<file path="src/rtl/range_scanner_pkg.sv">
// range_scanner_pkg
//   Shared types and default constants for the range_scanner slice.
//   - state_e     : sequencer states
//   - *_DEF       : default parameter values for range_scanner
//   - ch_sel_t    : result of a channel search (found flag + index)
//   - find_ch()   : lowest set mask bit at or above a start index
package range_scanner_pkg;

  typedef enum logic [2:0] {
    ST_IDLE,
    ST_TRIG,
    ST_WAIT_RISE,
    ST_MEASURE,
    ST_GUARD
  } state_e;

  localparam int NCH_DEF          = 4;
  localparam int CNT_W_DEF        = 16;
  localparam int TRIG_CYCLES_DEF  = 10;
  localparam int TIMEOUT_DEF      = 60000;
  localparam int GUARD_CYCLES_DEF = 100;

  // Channel search operates on a mask zero-extended to the largest legal NCH.
  localparam int MAX_CH = 16;

  typedef struct packed {
    logic       found;
    logic [3:0] idx;
  } ch_sel_t;

  // Scan from the top down so the lowest qualifying bit is the one kept.
  function automatic ch_sel_t find_ch(input logic [MAX_CH-1:0] mask,
                                      input logic [4:0]        start);
    ch_sel_t sel;
    sel.found = 1'b0;
    sel.idx   = 4'd0;
    for (int i = MAX_CH - 1; i >= 0; i--) begin
      if (mask[i] && (5'(i) >= start)) begin
        sel.found = 1'b1;
        sel.idx   = 4'(i);
      end
    end
    return sel;
  endfunction

endpackage

</file>
<file path="src/rtl/echo_sync.sv">
// echo_sync
//   Two-flop synchroniser for a bus of independent asynchronous lines.
//   Ports:
//     clk    in   system clock
//     rst_n  in   asynchronous active-low reset, clears both stages
//     d_i    in   [W]  asynchronous inputs
//     q_o    out  [W]  synchronised outputs (two clk of latency)
module echo_sync #(
  parameter int W = 1
) (
  input  logic         clk,
  input  logic         rst_n,
  input  logic [W-1:0] d_i,
  output logic [W-1:0] q_o
);

  logic [W-1:0] meta_q;
  logic [W-1:0] sync_q;

  always_ff @(posedge clk or negedge rst_n) begin
    if (!rst_n) begin
      meta_q <= '0;
      sync_q <= '0;
    end else begin
      meta_q <= d_i;
      sync_q <= meta_q;
    end
  end

  assign q_o = sync_q;

endmodule

</file>
<file path="src/rtl/range_scanner.sv">
// range_scanner
//   Sequences a set of ultrasonic range sensors: triggers each enabled channel
//   in turn, times the echo pulse and reports one result per channel.
//   Build option: define RANGE_SCANNER_CONT_EN to restart sweeps continuously
//   (ch_mask re-latched at the end of every sweep) instead of one sweep per
//   ask_echo.
//   Ports:
//     clk        in   system clock, rising edge
//     rst_n      in   asynchronous active-low reset
//     ask_echo   in   start a sweep (sampled in IDLE only)
//     ch_mask    in   [NCH]  enabled channels, latched at sweep start
//     echo       in   [NCH]  asynchronous sensor echo lines
//     trig       out  [NCH]  one-hot trigger pulse
//     valid      out  one-cycle result strobe
//     ch_id      out  [CH_W] channel of the held result
//     echo_time  out  [CNT_W] echo high time in clk cycles (all ones on timeout)
//     timeout    out  result is a timeout
//     busy       out  sweep in progress
//
//   state        | meaning
//   -------------+-----------------------------------------------------
//   ST_IDLE      | waiting for ask_echo with a non-zero ch_mask
//   ST_TRIG      | trig[ch] high for TRIG_CYCLES cycles
//   ST_WAIT_RISE | waiting for the echo to rise, bounded by TIMEOUT
//   ST_MEASURE   | counting echo high time, bounded by TIMEOUT
//   ST_GUARD     | dead time after a result, then next channel or IDLE
module range_scanner
  import range_scanner_pkg::*;
#(
  parameter  int NCH          = NCH_DEF,
  parameter  int CNT_W        = CNT_W_DEF,
  parameter  int TRIG_CYCLES  = TRIG_CYCLES_DEF,
  parameter  int TIMEOUT      = TIMEOUT_DEF,
  parameter  int GUARD_CYCLES = GUARD_CYCLES_DEF,
  localparam int CH_W         = (NCH > 1) ? $clog2(NCH) : 1
) (
  input  logic             clk,
  input  logic             rst_n,
  input  logic             ask_echo,
  input  logic [NCH-1:0]   ch_mask,
  input  logic [NCH-1:0]   echo,
  output logic [NCH-1:0]   trig,
  output logic             valid,
  output logic [CH_W-1:0]  ch_id,
  output logic [CNT_W-1:0] echo_time,
  output logic             timeout,
  output logic             busy
);

  // Phase timer holds load values up to max(TRIG, GUARD) - 1.
  localparam int TMR_MAX = (TRIG_CYCLES > GUARD_CYCLES) ? TRIG_CYCLES : GUARD_CYCLES;
  localparam int TMR_W   = (TMR_MAX > 1) ? $clog2(TMR_MAX) : 1;

  localparam logic [TMR_W-1:0] TRIG_LOAD  = TMR_W'(TRIG_CYCLES - 1);
  localparam logic [TMR_W-1:0] GUARD_LOAD = TMR_W'(GUARD_CYCLES - 1);
  localparam logic [CNT_W-1:0] TO_CNT     = CNT_W'(TIMEOUT);

  state_e           state_q, state_d;
  logic [NCH-1:0]   mask_q, mask_d;
  logic [CH_W-1:0]  ch_q, ch_d;
  logic [TMR_W-1:0] tmr_q, tmr_d;
  logic [CNT_W-1:0] cnt_q, cnt_d;
  logic             valid_q, valid_d;
  logic [CH_W-1:0]  ch_id_q, ch_id_d;
  logic [CNT_W-1:0] echo_time_q, echo_time_d;
  logic             timeout_q, timeout_d;

  logic [NCH-1:0]   echo_s;
  logic             echo_ch;
  logic [CNT_W-1:0] cnt_inc;
  ch_sel_t          first_sel;
  ch_sel_t          next_sel;
  logic             emit;
  logic             emit_to;

  echo_sync #(
    .W (NCH)
  ) u_echo_sync (
    .clk   (clk),
    .rst_n (rst_n),
    .d_i   (echo),
    .q_o   (echo_s)
  );

  assign echo_ch   = echo_s[ch_q];
  assign cnt_inc   = cnt_q + CNT_W'(1);
  assign first_sel = find_ch(MAX_CH'(ch_mask), 5'd0);
  assign next_sel  = find_ch(MAX_CH'(mask_q), 5'(ch_q) + 5'd1);

  always_comb begin
    state_d     = state_q;
    mask_d      = mask_q;
    ch_d        = ch_q;
    tmr_d       = tmr_q;
    cnt_d       = cnt_q;
    valid_d     = 1'b0;
    ch_id_d     = ch_id_q;
    echo_time_d = echo_time_q;
    timeout_d   = timeout_q;
    emit        = 1'b0;
    emit_to     = 1'b0;

    unique case (state_q)
      ST_IDLE: begin
        if (ask_echo && first_sel.found) begin
          mask_d  = ch_mask;
          ch_d    = CH_W'(first_sel.idx);
          tmr_d   = TRIG_LOAD;
          state_d = ST_TRIG;
        end
      end

      ST_TRIG: begin
        if (tmr_q == '0) begin
          cnt_d   = '0;
          state_d = ST_WAIT_RISE;
        end else begin
          tmr_d = tmr_q - TMR_W'(1);
        end
      end

      ST_WAIT_RISE: begin
        // The rising cycle itself counts as the first high cycle.
        if (echo_ch) begin
          cnt_d   = CNT_W'(1);
          state_d = ST_MEASURE;
        end else if (cnt_inc == TO_CNT) begin
          emit    = 1'b1;
          emit_to = 1'b1;
        end else begin
          cnt_d = cnt_inc;
        end
      end

      ST_MEASURE: begin
        if (echo_ch) begin
          if (cnt_q == TO_CNT) begin
            emit    = 1'b1;
            emit_to = 1'b1;
          end else begin
            cnt_d = cnt_inc;
          end
        end else begin
          emit = 1'b1;
        end
      end

      ST_GUARD: begin
        if (tmr_q == '0) begin
          if (next_sel.found) begin
            ch_d    = CH_W'(next_sel.idx);
            tmr_d   = TRIG_LOAD;
            state_d = ST_TRIG;
          end else begin
`ifdef RANGE_SCANNER_CONT_EN
            if (first_sel.found) begin
              mask_d  = ch_mask;
              ch_d    = CH_W'(first_sel.idx);
              tmr_d   = TRIG_LOAD;
              state_d = ST_TRIG;
            end else begin
              mask_d  = '0;
              state_d = ST_IDLE;
            end
`else
            state_d = ST_IDLE;
`endif
          end
        end else begin
          tmr_d = tmr_q - TMR_W'(1);
        end
      end

      default: state_d = ST_IDLE;
    endcase

    if (emit) begin
      valid_d     = 1'b1;
      ch_id_d     = ch_q;
      timeout_d   = emit_to;
      echo_time_d = emit_to ? '1 : cnt_q;
      tmr_d       = GUARD_LOAD;
      state_d     = ST_GUARD;
    end
  end

  always_ff @(posedge clk or negedge rst_n) begin
    if (!rst_n) begin
      state_q     <= ST_IDLE;
      mask_q      <= '0;
      ch_q        <= '0;
      tmr_q       <= '0;
      cnt_q       <= '0;
      valid_q     <= 1'b0;
      ch_id_q     <= '0;
      echo_time_q <= '0;
      timeout_q   <= 1'b0;
    end else begin
      state_q     <= state_d;
      mask_q      <= mask_d;
      ch_q        <= ch_d;
      tmr_q       <= tmr_d;
      cnt_q       <= cnt_d;
      valid_q     <= valid_d;
      ch_id_q     <= ch_id_d;
      echo_time_q <= echo_time_d;
      timeout_q   <= timeout_d;
    end
  end

  // Decoded from the state register, so reset clears it immediately.
  always_comb begin
    trig = '0;
    if (state_q == ST_TRIG) trig[ch_q] = 1'b1;
  end

  assign valid     = valid_q;
  assign ch_id     = ch_id_q;
  assign echo_time = echo_time_q;
  assign timeout   = timeout_q;
  assign busy      = (state_q != ST_IDLE);

endmodule

</file>
<file path="config.mk">
export PLATFORM = sky130hd
export DESIGN_NAME = range_scanner
export DESIGN_NICKNAME = d
export VERILOG_FILES = /design/src/rtl/range_scanner_pkg.sv /design/src/rtl/echo_sync.sv /design/src/rtl/range_scanner.sv
export SDC_FILE = /design/constraint.sdc
export NUM_CORES = 1
export LEC_CHECK = 0
export ABC_AREA = 1
export BUFFER_PORTS_ARGS = -buffer_cell sky130_fd_sc_hd__buf_2
export CAP_MARGIN = 5
export CORE_MARGIN = 8
export CORE_UTILIZATION = 58
export CTS_BUF_LIST = sky130_fd_sc_hd__clkbuf_16
export DETAILED_ROUTE_END_ITERATION = 12
export PLACE_DENSITY = 0.89
export SETUP_SLACK_MARGIN = 0.3
export SLEW_MARGIN = 20
export SYNTH_ARGS = -nofsm -noshare
export SYNTH_HDL_FRONTEND = slang
export SYNTH_HIERARCHICAL = 1
export SYNTH_SLANG_ARGS = --single-unit
</file>
<file path="constraint.sdc">
create_clock -name clk -period 2.5 [get_ports clk]
set_input_delay 0.375 -clock clk [delete_from_list [all_inputs] [get_ports clk]]
set_output_delay 0.375 -clock clk [all_outputs]
set_load 0.05 [all_outputs]
</file>
== After elaboration in Yosys (flattened, before gate mapping) ==
Cells that the tools add are included.
Widths: inputs -> output; s select.

* Multiplexer cells: 45
* Order comparisons: 6
* Equal/unequal tests: 20
* $add $sub $neg: 3
* Reductions and logical operators: 17

{| class="wikitable"
|+ Operators with widths
! kind !! number
|-
| $mux 16 || 6
|-
| $pmux 16 s3 || 1
|-
| $mux 5 || 8
|-
| $mux 7 || 5
|-
| $eq 16x16->1 const B || 2
|-
| $pmux 7 s3 || 1
|-
| $ne 3x3->1 const B || 6
|-
| $add 16x1->16 const B || 1
|-
| $mux 3 || 5
|-
| $pmux 3 s5 || 1
|-
| $ne 2x2->1 const B || 7
|-
| $reduce_and 5->1 || 2
|-
| $mux 1 || 9
|-
| $reduce_and 4->1 || 2
|-
| $logic_not 7->1 || 1
|-
| $sub 7x1->7 const B || 1
|-
| $eq 3x2->1 const B || 2
|-
| $ge 1x3->1 const A || 2
|-
| $ge 2x3->1 const A || 2
|-
| $logic_and 1x1->1 || 6
|-
| $mux 2 || 3
|-
| $reduce_bool 3->1 || 2
|-
| $mux 4 || 1
|-
| $ne 4x4->1 const B || 1
|-
| 13 further kinds || 14
|}

* Register bits after elaboration: 60

== Logic depth before layout (Yosys ltp) ==
Gate-level depths: netlist (run 1).

* Depth after elaboration: 11
* Depth in mapped cells: 16

== Cells and area by module ==
Netlist (run 1), hierarchy kept.

{| class="wikitable"
|+ Modules (own cells, without submodules)
! module !! instances !! cells an instance !! area an instance (µm²)
|-
| range_scanner || 1 || 433 || 3040.4
|-
| echo_sync || 1 || 8 || 200.2
|}

== Least setup slack after synthesis (run 1) ==
Ideal clock, no wire load.

* Path type: flip-flop to output port
* Start: register state_q[2]
* End: output port trig[0]
* Stages on the path, launching flop included: 6
* Slack: 0.300 ns
* Data arrival time: 1.825 ns
* Data required time: 2.125 ns
* Cells stage by stage: dfrtp_1 inv_1 nand2_1 nor2_1 inv_1 nor3_1

* Cells in the longest elaborated chain, start to end: 2

{| class="wikitable"
|+ RTL lines
! item !! RTL line !! source
|-
| from (decl) || range_scanner.sv:58 || <nowiki>state_e state_q, state_d;</nowiki>
|-
| from (signal assigned) || range_scanner.sv:199 || <nowiki>state_q <= state_d;</nowiki>
|-
| $eq 3x1->1 || range_scanner.sv:214 || <nowiki>if (state_q == ST_TRIG) trig[ch_q] = 1'b1;</nowiki>
|-
| $mux 4 || range_scanner.sv:214 ||
|-
| to (decl) || range_scanner.sv:42 || <nowiki>output logic [NCH-1:0] trig,</nowiki>
|}

No other way between the ends.

== Final worst setup path (run 1) ==
* Start: register cnt_q[0]
* End: register cnt_q[14]

* Cells in the longest elaborated chain, start to end: 4

{| class="wikitable"
|+ RTL lines
! item !! RTL line !! source
|-
| from (decl) || range_scanner.sv:62 || <nowiki>logic [CNT_W-1:0] cnt_q, cnt_d;</nowiki>
|-
| from (signal assigned) || range_scanner.sv:203 || <nowiki>cnt_q <= cnt_d;</nowiki>
|-
| $add 16x1->16 || range_scanner.sv:86 || <nowiki>assign cnt_inc = cnt_q + CNT_W'(1);</nowiki>
|-
| $eq 16x16->1 (tied with other cells) || range_scanner.sv:127 || <nowiki>end else if (cnt_inc == TO_CNT) begin</nowiki>
|-
| $ne 3x3->1 (no source line) (tied with other cells) || - ||
|-
| $reduce_and 5->1 (no source line) or $pmux 16 s3 (tied branches) || - ||
|}

Parallel ways exist; a longest one is shown, timed or not. The select of a mux whose other input is x is not followed.
A chain may end at the register's enable or synchronous reset.

==> out/metrics.cfg, run 1 <==
[status]
outcome=completed

[global_route]
grt_pass1_vias=2992
grt_overflow_total=0
track_usage_pct=20.9
grt_max_degree=32
grt_pass1_wl_um=14000
grt_antenna_before_repair=0

[synthesis]
synth_compound_area_share_pct=6.18
synth_cell_type_count=31
synth_simple_gate_area_share_pct=37.9
synth_cells=441
synthMuxAreaShare_pct=0.347
synth_area_sq_mm=0.00324
yosysWarnings=6
synth_xor_xnor_area_share_pct=0.811
syn_nets=455
synth_top_family_by_area=simple AND/OR/NAND/NOR gates
ys_seq_elements=59
ys_seq_area_share_pct=45.6
synth.avg_cell_area_sq_um=7.35
synth_adder_area_share_pct=1.16

[critical_path]
path_class=flop to flop
critical_path_buf_inv_count=2
path_cells=inv_1 -> nor2_2 -> nand3_1 -> nand2_1 -> nand2_1 -> nor2_1 -> nand2_1 -> nor2_1 -> nand2_2 -> buf_12 -> nand3_2 -> nand2_1 -> nand2_1
endpoint_kind=flop
critPathSlowestCell=dfrtp_2
cp_top_family=simple AND/OR/NAND/NOR gates
cp_max_fo=13
worstPathArrival_ps=2480
required_ps=2780
cpPeakStageDelay_ps=410
worstSetupStartpointType=flop
path_common_cell=nand2_1

[pwr]
power_mw=4.08
cellLeakagePower_nw=2.13
p_per_area_mw_per_mm2=1020
ir_worst_vdd_uv=1080

[drt]
vias_per_cell=5.84
wl_per_cell_um=15.7
num_vias=3330
dr.pass1.iters=4
first_iter_violations=371
drtAntennaViolNets=0
drcViolationCount=0
wl_um=8970

[timing]
slew_headroom_pct=55.4
period_share_pct=88.4
tightest_slew_ps=669
setup_viol=0
worst_slack_ps=291
rsz0062_at_grt=no
fmax_mhz=453
finalCriticalPeriod_ps=2210
skew_ps=10.7
hold_viol=0
slew_violations=0
fin_setup_tns_ps=0

[placed_design]
dpl.hpwl_um=5710
port_buffers=35
place_congestion=0.984
dpl_worst_slack_ps=240
post-place-cells=545

[final_layout]
fin_cells=570
syn_to_final_growth_pct=23.6
final_nets=507
drive_above_1_share_pct=20.5
antennaDiodeCount=0

[clock_network]
clk_pin_slew_ps=60
max-clock-path-buffers=2
cts_root_buf=clkbuf_16
cts_buffers=9
insertion_delay_ps=340
cts_sinks=59
cts_tree=done
htree_num_levels=3
postCtsHoldBufs=0

[floorplanning]
dieWidth_um=90.7
die_area_sq_mm=0.00823
rows=27
start_util_pct=59.6
core-area_sq_mm=0.00544
die_h_um=90.7
io_pins=36

[flow_run]
max-cap-violations=0

[worst_hold_path]
hold_path.class=primary input to async pin

[per-stage QoR]
stage / cell area (sq um) / hold slack (ps) / util [%]
floorplan: 3240 / 79.4 / -
global placement: 3510 / 334 / 64.5
detailed placement: 3510 / 337 / 64.5
CTS: 3850 / 89.8 / 70.8
global route: 4010 / 132 / 73.6
finish: 4010 / 74.0 / 73.6
[logic make-up (layout without fill, tap and decap cells)]
group / Yosys count / in the layout
DFF: 59 / 59
xor gates and xnor gates: 3 / 3
and+or+nand+nor: 280 / 282
muxes: 1 / 1
AOI/OAI and AO/OA: 34 / 34
adders and majority gates: 3 / 3
buffers and inverters: 61 / 116
[flip-flops by register name (all words and copies together) (netlist names)]
name and cells:
cnt_q 16, echo_time 16, tmr_q 7, u_echo_sync/meta_q 4, u_echo_sync/q_o 4, mask_q 3, state_q 3, ch_id 2
ch_q 2, timeout 1, valid 1
[placed cells by master, fill, tap and decap left out, types with 7 or more instances in the layout]
cell / instances
a21oi_1: 10
nand2_1: 159
clkbuf_16: 9
dfrtp_1: 54
buf_2: 32
o21ai_0: 12
nor2_1: 31
nand4_1: 27
nand3_1: 39
nor2_2: 7
buf_4: 14
inv_1: 44
[cell type report]
cell class | instances | area [sq um]
tap | 72 | 90.1
timing repair buffer | 51 | 343
clock buffer | 9 | 225
clock inverter | 7 | 92.6
fill | 395 | 1430
sequential | 59 | 1480
inverter | 49 | 186
multi-input combinational | 323 | 1590
[worst paths after layout]
check | start | endpoint | slack, ps | cells past startpoint
max | cnt_q[0]$_DFFE_PN0P_ | cnt_q[14]$_DFFE_PN0P_ | 290 | 13
min | rst_n | mask_q[2]$_DFFE_PN0P_ | 70 | 1
max reg2reg | cnt_q[0]$_DFFE_PN0P_ | cnt_q[14]$_DFFE_PN0P_ | 290 | 13
min reg2reg | u_echo_sync/meta_q[2]$_DFF_PN0_ | u_echo_sync/q_o[2]$_DFF_PN0_ | 350 | 0
max in group asynchronous | rst_n | cnt_q[9]$_DFFE_PN0P_ | 1820 | 2
min in group clk | echo[1] | u_echo_sync/meta_q[1]$_DFF_PN0_ | 150 | 1
[cell usage after synthesis]
cell      count  area [sq um]
a31oi_4       1          21.3
xor2_1        3          26.3
nor2_4        1          11.3
o211ai_1      1          7.51
nand3_4       1          17.5
or2_2         2          12.5
buf_2         4          20.0
o21bai_1      1          7.51
nor2_1       34           128
clkinv_1      1          3.75
nand2_1     162           608
o32ai_1       1          8.76
o21ai_1       3          15.0
ha_1          3          37.5
nor3_1        4          20.0
nor2_2        5          31.3
nor4_2        1          12.5
a31oi_1       2          12.5
o21ai_0      14          70.1
a21oi_1      10          50.1
inv_1        45           169
nand4_1      27           169
clkbuf_1      3          11.3
inv_2         3          11.3
mux2_2        1          11.3
buf_6         2          22.5
dfrtp_1      59          1480
nand3_1      40           200
buf_4         3          22.5
nand2_2       3          18.8
a22oi_1       1          7.51
[power by group]
part           internal (mW)  switching, mW  total [mW]
sequential              1.13          0.153        1.28
clock                  0.869          0.456        1.33
combinational          0.429           1.04        1.47
[per-layer routing]
layer / global-route usage (%) / vias up / share of wire, %
met4: 10.5 / 0 / 4.0
met5: 0 / - / 0
li1: - / 1544 / -
met2: 32.9 / 200 / 46
met3: 5.15 / 42 / 8.9
met1: 25.8 / 1544 / 41
[what timing repair did]
item                       4_1_cts  5_1_grt
pin swaps                        0        4
setup endpoints to repair       20       48
gates resized for setup          3       35
cloned                           1        1
setup buffers                    0        7
[worst register-to-register path, cell delays in order (launching register included)]
cell and delay, ps:
dfrtp_2 410, inv_1 120, nor2_2 300, nand3_1 120
nand2_1 140, nand2_1 80, nor2_1 120, nand2_1 90
nor2_1 150, nand2_2 140, buf_12 190, nand3_2 140
nand2_1 80, nand2_1 70
(Power assumes the default switching activity.)
==> run 2: changes to the inputs <==
==> constraint.sdc (replaced) <==
create_clock -name clk -period 2.37 [get_ports clk]
set_input_delay 0.3555 -clock clk [delete_from_list [all_inputs] [get_ports clk]]
set_output_delay 0.3555 -clock clk [all_outputs]
set_load 0.05 [all_outputs]
==> run 2 against run 1 <==
Net effect:
- final cell count up 2.1%
- via count up 4.0%
- total power up 2.9%
==> out/metrics.cfg, run 2 (synthesis results as in run 1) <==
[timing]
rsz0062_at_grt=yes
slew_violations=0
worst_slack_ps=182
fin_setup_tns_ps=0
skew_ps=7.99
fmax_mhz=457
tightest_slew_ps=691
period_share_pct=92.3
slew_headroom_pct=53.6
finalCriticalPeriod_ps=2190
setup_viol=0
hold_viol=0

[pwr]
power_mw=4.19
p_per_area_mw_per_mm2=1000
ir_worst_vdd_uv=1110
cellLeakagePower_nw=2.22

[placed_design]
post-place-cells=546
place_congestion=0.972
port_buffers=35
dpl_worst_slack_ps=118
dpl.hpwl_um=5890

[floorplanning]
core-area_sq_mm=0.00544
rows=27
io_pins=36
die_area_sq_mm=0.00823
die_h_um=90.7
dieWidth_um=90.7
start_util_pct=59.6

[final_layout]
syn_to_final_growth_pct=29.4
final_common_cell=nand2_1
fin_cells=582
final_cell_mix=nand2_1, dfrtp_1, inv_1, nand3_1, buf_2
antennaDiodeCount=0
fillers=350
final_nets=519
drive_above_1_share_pct=27.3

[drt]
vias_per_cell=5.95
dr.pass1.iters=5
num_vias=3464
drtAntennaViolNets=0
drcViolationCount=0
wl_um=9820
first_iter_violations=434
wl_per_cell_um=16.9

[global_route]
grt_max_degree=32
grt_overflow_total=0
grt_pass1_vias=3042
track_usage_pct=21.9
grt_antenna_before_repair=0
grt_pass1_wl_um=14600

[worst_hold_path]
hold_path.class=primary input to async pin

[critical_path]
path_class=flop to flop
worstRegToRegCells=14
worstSetupStartpointType=flop
worstPathArrival_ps=2460
cp_max_fo=8
endpoint_kind=flop
required_ps=2640

[clock_network]
cts_sinks=59
htree_num_levels=3
cts_root_buf=clkbuf_16
cts_buffers=9
cts_tree=done
clk_pin_slew_ps=60
insertion_delay_ps=340
max-clock-path-buffers=2

[status]
outcome=completed

[flow_run]
max-cap-violations=0

## run 2: changes by cell type in the layout (fill, tap and decap cells not counted), moves of 3 or more
| cell | change |
|---|---|
| nand2_2 | +13 |
| nor2_2 | +5 |
| buf_4 | +8 |
| nor2_1 | -7 |
| nand3_1 | -3 |
| nand2_1 | -15 |
## run 2: area by class of cell
cell class | count | area, sq um | area share (%)
multi-input cells | 323 | 1690 | 40.4
flip-flops and latches | 59 | 1480 | 35.3
repair buffers | 63 | 470 | 11.2
clock buffers | 9 | 225 | 5.37
inverters | 49 | 186 | 4.45
well taps | 72 | 90.1 | 2.15
clock inverters | 7 | 46.3 | 1.10
## run 2: worst max-delay path: stages (launching register included)
cell and delay (ps):
dfrtp_1 400, buf_6 140, nand2_2 60, nor2_4 210, nand2_2 120, nand2_2 100
nand3_1 110, nor2_2 160, nand2_1 80, nor2_2 160, nand2_4 110, buf_8 160
nand3_4 140, nand2_1 90, nand2_1 80
## run 2: power by group
part | switching (mW) | total (mW) | internal, mW
sequential | 0.161 | 1.35 | 1.19
combinational | 1.14 | 1.66 | 0.518
clock | 0.485 | 1.18 | 0.700
## run 2: path summary, 6_finish.rpt
check	end	slack, ps	start
max in group asynchronous	echo_time[7]$_DFFE_PN0P_	1710	rst_n
min	mask_q[2]$_DFFE_PN0P_	50	rst_n
max	cnt_q[15]$_DFFE_PN0P_	180	cnt_q[1]$_DFFE_PN0P_
min reg2reg	u_echo_sync/q_o[2]$_DFF_PN0_	350	u_echo_sync/meta_q[2]$_DFF_PN0_
max reg2reg	cnt_q[15]$_DFFE_PN0P_	180	cnt_q[1]$_DFFE_PN0P_
min in group clk	u_echo_sync/meta_q[1]$_DFF_PN0_	130	echo[1]
## run 2: per-stage QoR
step | cell area [sq um] | hold slack, ps | util, %
after floorplan | 3240 | 59.9 | -
after global placement | 3520 | 333 | 64.7
after detailed placement | 3520 | 336 | 64.7
after CTS | 3870 | 88.0 | 71.2
after global routing | 4190 | 123 | 77.1
final | 4190 | 49.7 | 77.1
## run 2: timing repair
action	4_1_cts	5_1_grt
setup buffers	3	14
pin swaps	3	13
gates cloned	1	2
hold buffers	0	0
setup endpoints to repair	45	52
hold endpoints to repair	0	0
resized for setup	13	57
## run 2: metal layers
| layer | track usage [%] | wire length, um | up-vias |
|---|---|---|---|
| li1 | - | - | 1560 |
| met1 | 27.2 | 3750 | 1615 |
| met2 | 34.0 | 4530 | 241 |
| met3 | 6.82 | 1120 | 48 |
| met4 | 9.85 | 412 | 0 |
| met5 | 0 | 0 | - |
==> run 3: changes to the inputs <==
--- a/config.mk
+++ b/config.mk
@@ -17,5 +17,4 @@
 export SLEW_MARGIN = 20
 export SYNTH_ARGS = -nofsm -noshare
 export SYNTH_HDL_FRONTEND = slang
-export SYNTH_HIERARCHICAL = 1
 export SYNTH_SLANG_ARGS = --single-unit
==> run 3 against run 2 <==
Net effect:
- global-route usage shrank 0.88 points
- total power grew 29%
- core utilization shrank 4.8 points
- setup slack gained 190 ps
- synthesized cell count shrank 3.2%
- via count shrank 13%
- sequential share of layout area grew 2.7 points
- sequential power grew 15%
- critical path type unchanged
==> out/metrics.cfg, run 3 <==
[floorplanning]
die_area_sq_mm=0.00811
core-area_sq_mm=0.00541
io_pins=36
start_util_pct=58.8
rows=27
dieWidth_um=90.1
die_h_um=90.1

[timing]
finalCriticalPeriod_ps=2000
fin_setup_tns_ps=0
tightest_slew_ps=720
period_share_pct=84.2
skew_ps=7.45
hold_viol=0
worst_slack_ps=374
fmax_mhz=501
slew_violations=0
setup_viol=0
rsz0062_at_grt=yes
slew_headroom_pct=52.0
whs_ps=75.6

[pwr]
cellLeakagePower_nw=1.97
intPower_mw=2.86
pwr-share-comb_pct=47.3
p_per_area_mw_per_mm2=1390
ir_worst_vdd_uv=986
pwr-share-seq_pct=28.7
p_sw_mw=2.56
clockPowerShare_pct=24.0
p_sw_share_pct=47.3

[global_route]
grt_overflow_total=0
grt_pass1_wl_um=14000
track_usage_pct=21.0
grt_antenna_before_repair=0
grt_max_degree=32
grt_pass1_vias=2953

[critical_path]
cp_max_fo=17
worstRegToRegCells=9
reg2reg_slack_ps=370
worstReg2RegEnd=cnt_q[5]$_DFFE_PN0P_
worstPathArrival_ps=2210
endpoint_kind=flop
path_class=flop to flop
required_ps=2590
rr_startpoint=tmr_q[0]$_DFFE_PN0P_
worstSetupStartpointType=flop

[synthesis]
yosysMostFrequentCell=nand2_1
synth_cell_type_count=28
synth.avg_cell_area_sq_um=7.45
synth_ff_type=dfrtp_1
yosysWarnings=0
syn_nets=441
ys_seq_area_share_pct=46.4
ys_seq_elements=59
synth_async_sr_flop_share_pct=100
synth_cells=427
synth_top_area_share_pct=46.4
synth_area_sq_mm=0.00318
synthTopCellsByCount=nand2_1, dfrtp_1, nor2_1, inv_1, nand4_1
synth_top_area_cell=dfrtp_1
synth_edf_count=0
synth.top_cells.by_area=dfrtp_1, nand2_1, nor2_1, inv_1, nand4_1

[clock_network]
postCtsHoldBufs=0
cts_root_buf=clkbuf_16
cts_tree=done
cts_buffers=9
clk_pin_slew_ps=60
htree_num_levels=3
insertion_delay_ps=330
max-clock-path-buffers=2
cts_sinks=59

[drt]
met1_length_um=3450
wl_um=8360
first_iter_violations=326
num_vias=3015
dr.pass1.iters=5
wl_per_cell_um=15.1
wl_met2_um=4050
vias_per_cell=5.44
drtAntennaViolNets=0
top_layer=met4
drcViolationCount=0
dr_wl_met3_um=656

[placed_design]
port_buffers=35
post-place-cells=532
place_congestion=0.949
dpl.hpwl_um=5500
dpl_worst_slack_ps=203

[final_layout]
drive_above_1_share_pct=20.5
final_common_cell=nand2_1
final_nets=491
antennaDiodeCount=0
final_cell_mix=nand2_1, dfrtp_1, inv_1, nor2_1, buf_2
syn_to_final_growth_pct=22.8
fin_cells=554

[status]
outcome=completed

[flow_run]
max-cap-violations=0

[worst_hold_path]
hold_path.class=primary input to async pin

[run 3: cell count changes after synthesis, sizes merged, moves of 3 or more]
cell | before | now
nand3 | 41 | 23
inv | 48 | 53
nand2 | 165 | 140
a31oi | 3 | 0
nor2 | 40 | 56
nand3b | 0 | 11
[run 3: kinds of logic after synthesis]
kind of cell	share of synthesized area, %
and+or+nand+nor	36.2
buffers and inverters	8.81
DFF	46.4
AOI/OAI and AO/OA	5.35
xor gates and xnor gates	1.65
adders and majority gates	1.18
muxes	0.354
[run 3: layout make-up]
| class | count | area (sq um) |
|---|---|---|
| multi-input cells | 303 | 1520 |
| fillers | 391 | 1500 |
| clock inverters | 7 | 76.3 |
| well taps | 72 | 90.1 |
| inverters | 53 | 199 |
| clock buffers | 9 | 225 |
| flip-flops and latches | 59 | 1480 |
| repair buffers | 51 | 312 |
[run 3: worst max path at each step]
stage | depth (start not counted) | startpoint | endpoint
2_1_floorplan | 3 | state_q[2]$_DFFE_PN0P_ | trig[0]
3_5_place_dp | 12 | cnt_q[1]$_DFFE_PN0P_ | echo_time[0]$_DFFE_PN0P_
6_report | 9 | tmr_q[0]$_DFFE_PN0P_ | cnt_q[5]$_DFFE_PN0P_
4_1_cts | 12 | cnt_q[1]$_DFFE_PN0P_ | ch_id[1]$_DFFE_PN0P_
5_1_grt | 9 | cnt_q[4]$_DFFE_PN0P_ | cnt_q[5]$_DFFE_PN0P_
3_3_place_gp | 9 | tmr_q[0]$_DFFE_PN0P_ | cnt_q[1]$_DFFE_PN0P_
[run 3: repair_timing]
item	CTS	global route
pin swaps	2	6
endpoints found under the setup margin	46	48
setup buffers	3	3
gates cloned	0	0
resized for setup	5	26
[run 3: power groups by stage]
| stage | combinational (mW) | sequential (mW) | clock [mW] |
|---|---|---|---|
| after global routing | 2.80 | 1.60 | 1.37 |
| after detailed placement | 2.40 | 1.55 | 0 |
| after floorplan | 1.25 | 2.10 | 0 |
| after CTS | 2.48 | 1.54 | 1.32 |
| final | 2.56 | 1.55 | 1.30 |
| after global placement | 2.33 | 1.53 | 0 |
[run 3: layer usage]
layer / GRT usage [%] / vias up
met2: 32.0 / 130
met1: 26.8 / 1393
met4: 9.71 / 0
li1: - / 1466
met3: 6.40 / 26
met5: 0 / -
[run 3: worst max-delay path: stages (launching register included)]
cell and delay (ps):
dfrtp_1 390, inv_1 80, ha_1 200, nand3_1 210
nor2_4 190, o21ai_1 120, nor2_2 230, nand3_4 250
nand2_1 140, nand2_1 70
[run 3: per-stage QoR]
stage | instance area [sq um] | power [mW] | utilization, %
global placement | 3460 | 3.87 | 63.9
detailed placement | 3460 | 3.95 | 63.9
global route | 3910 | 5.77 | 72.3
CTS | 3800 | 5.34 | 70.3
floorplan | 3180 | 3.35 | -
finish | 3910 | 5.42 | 72.3
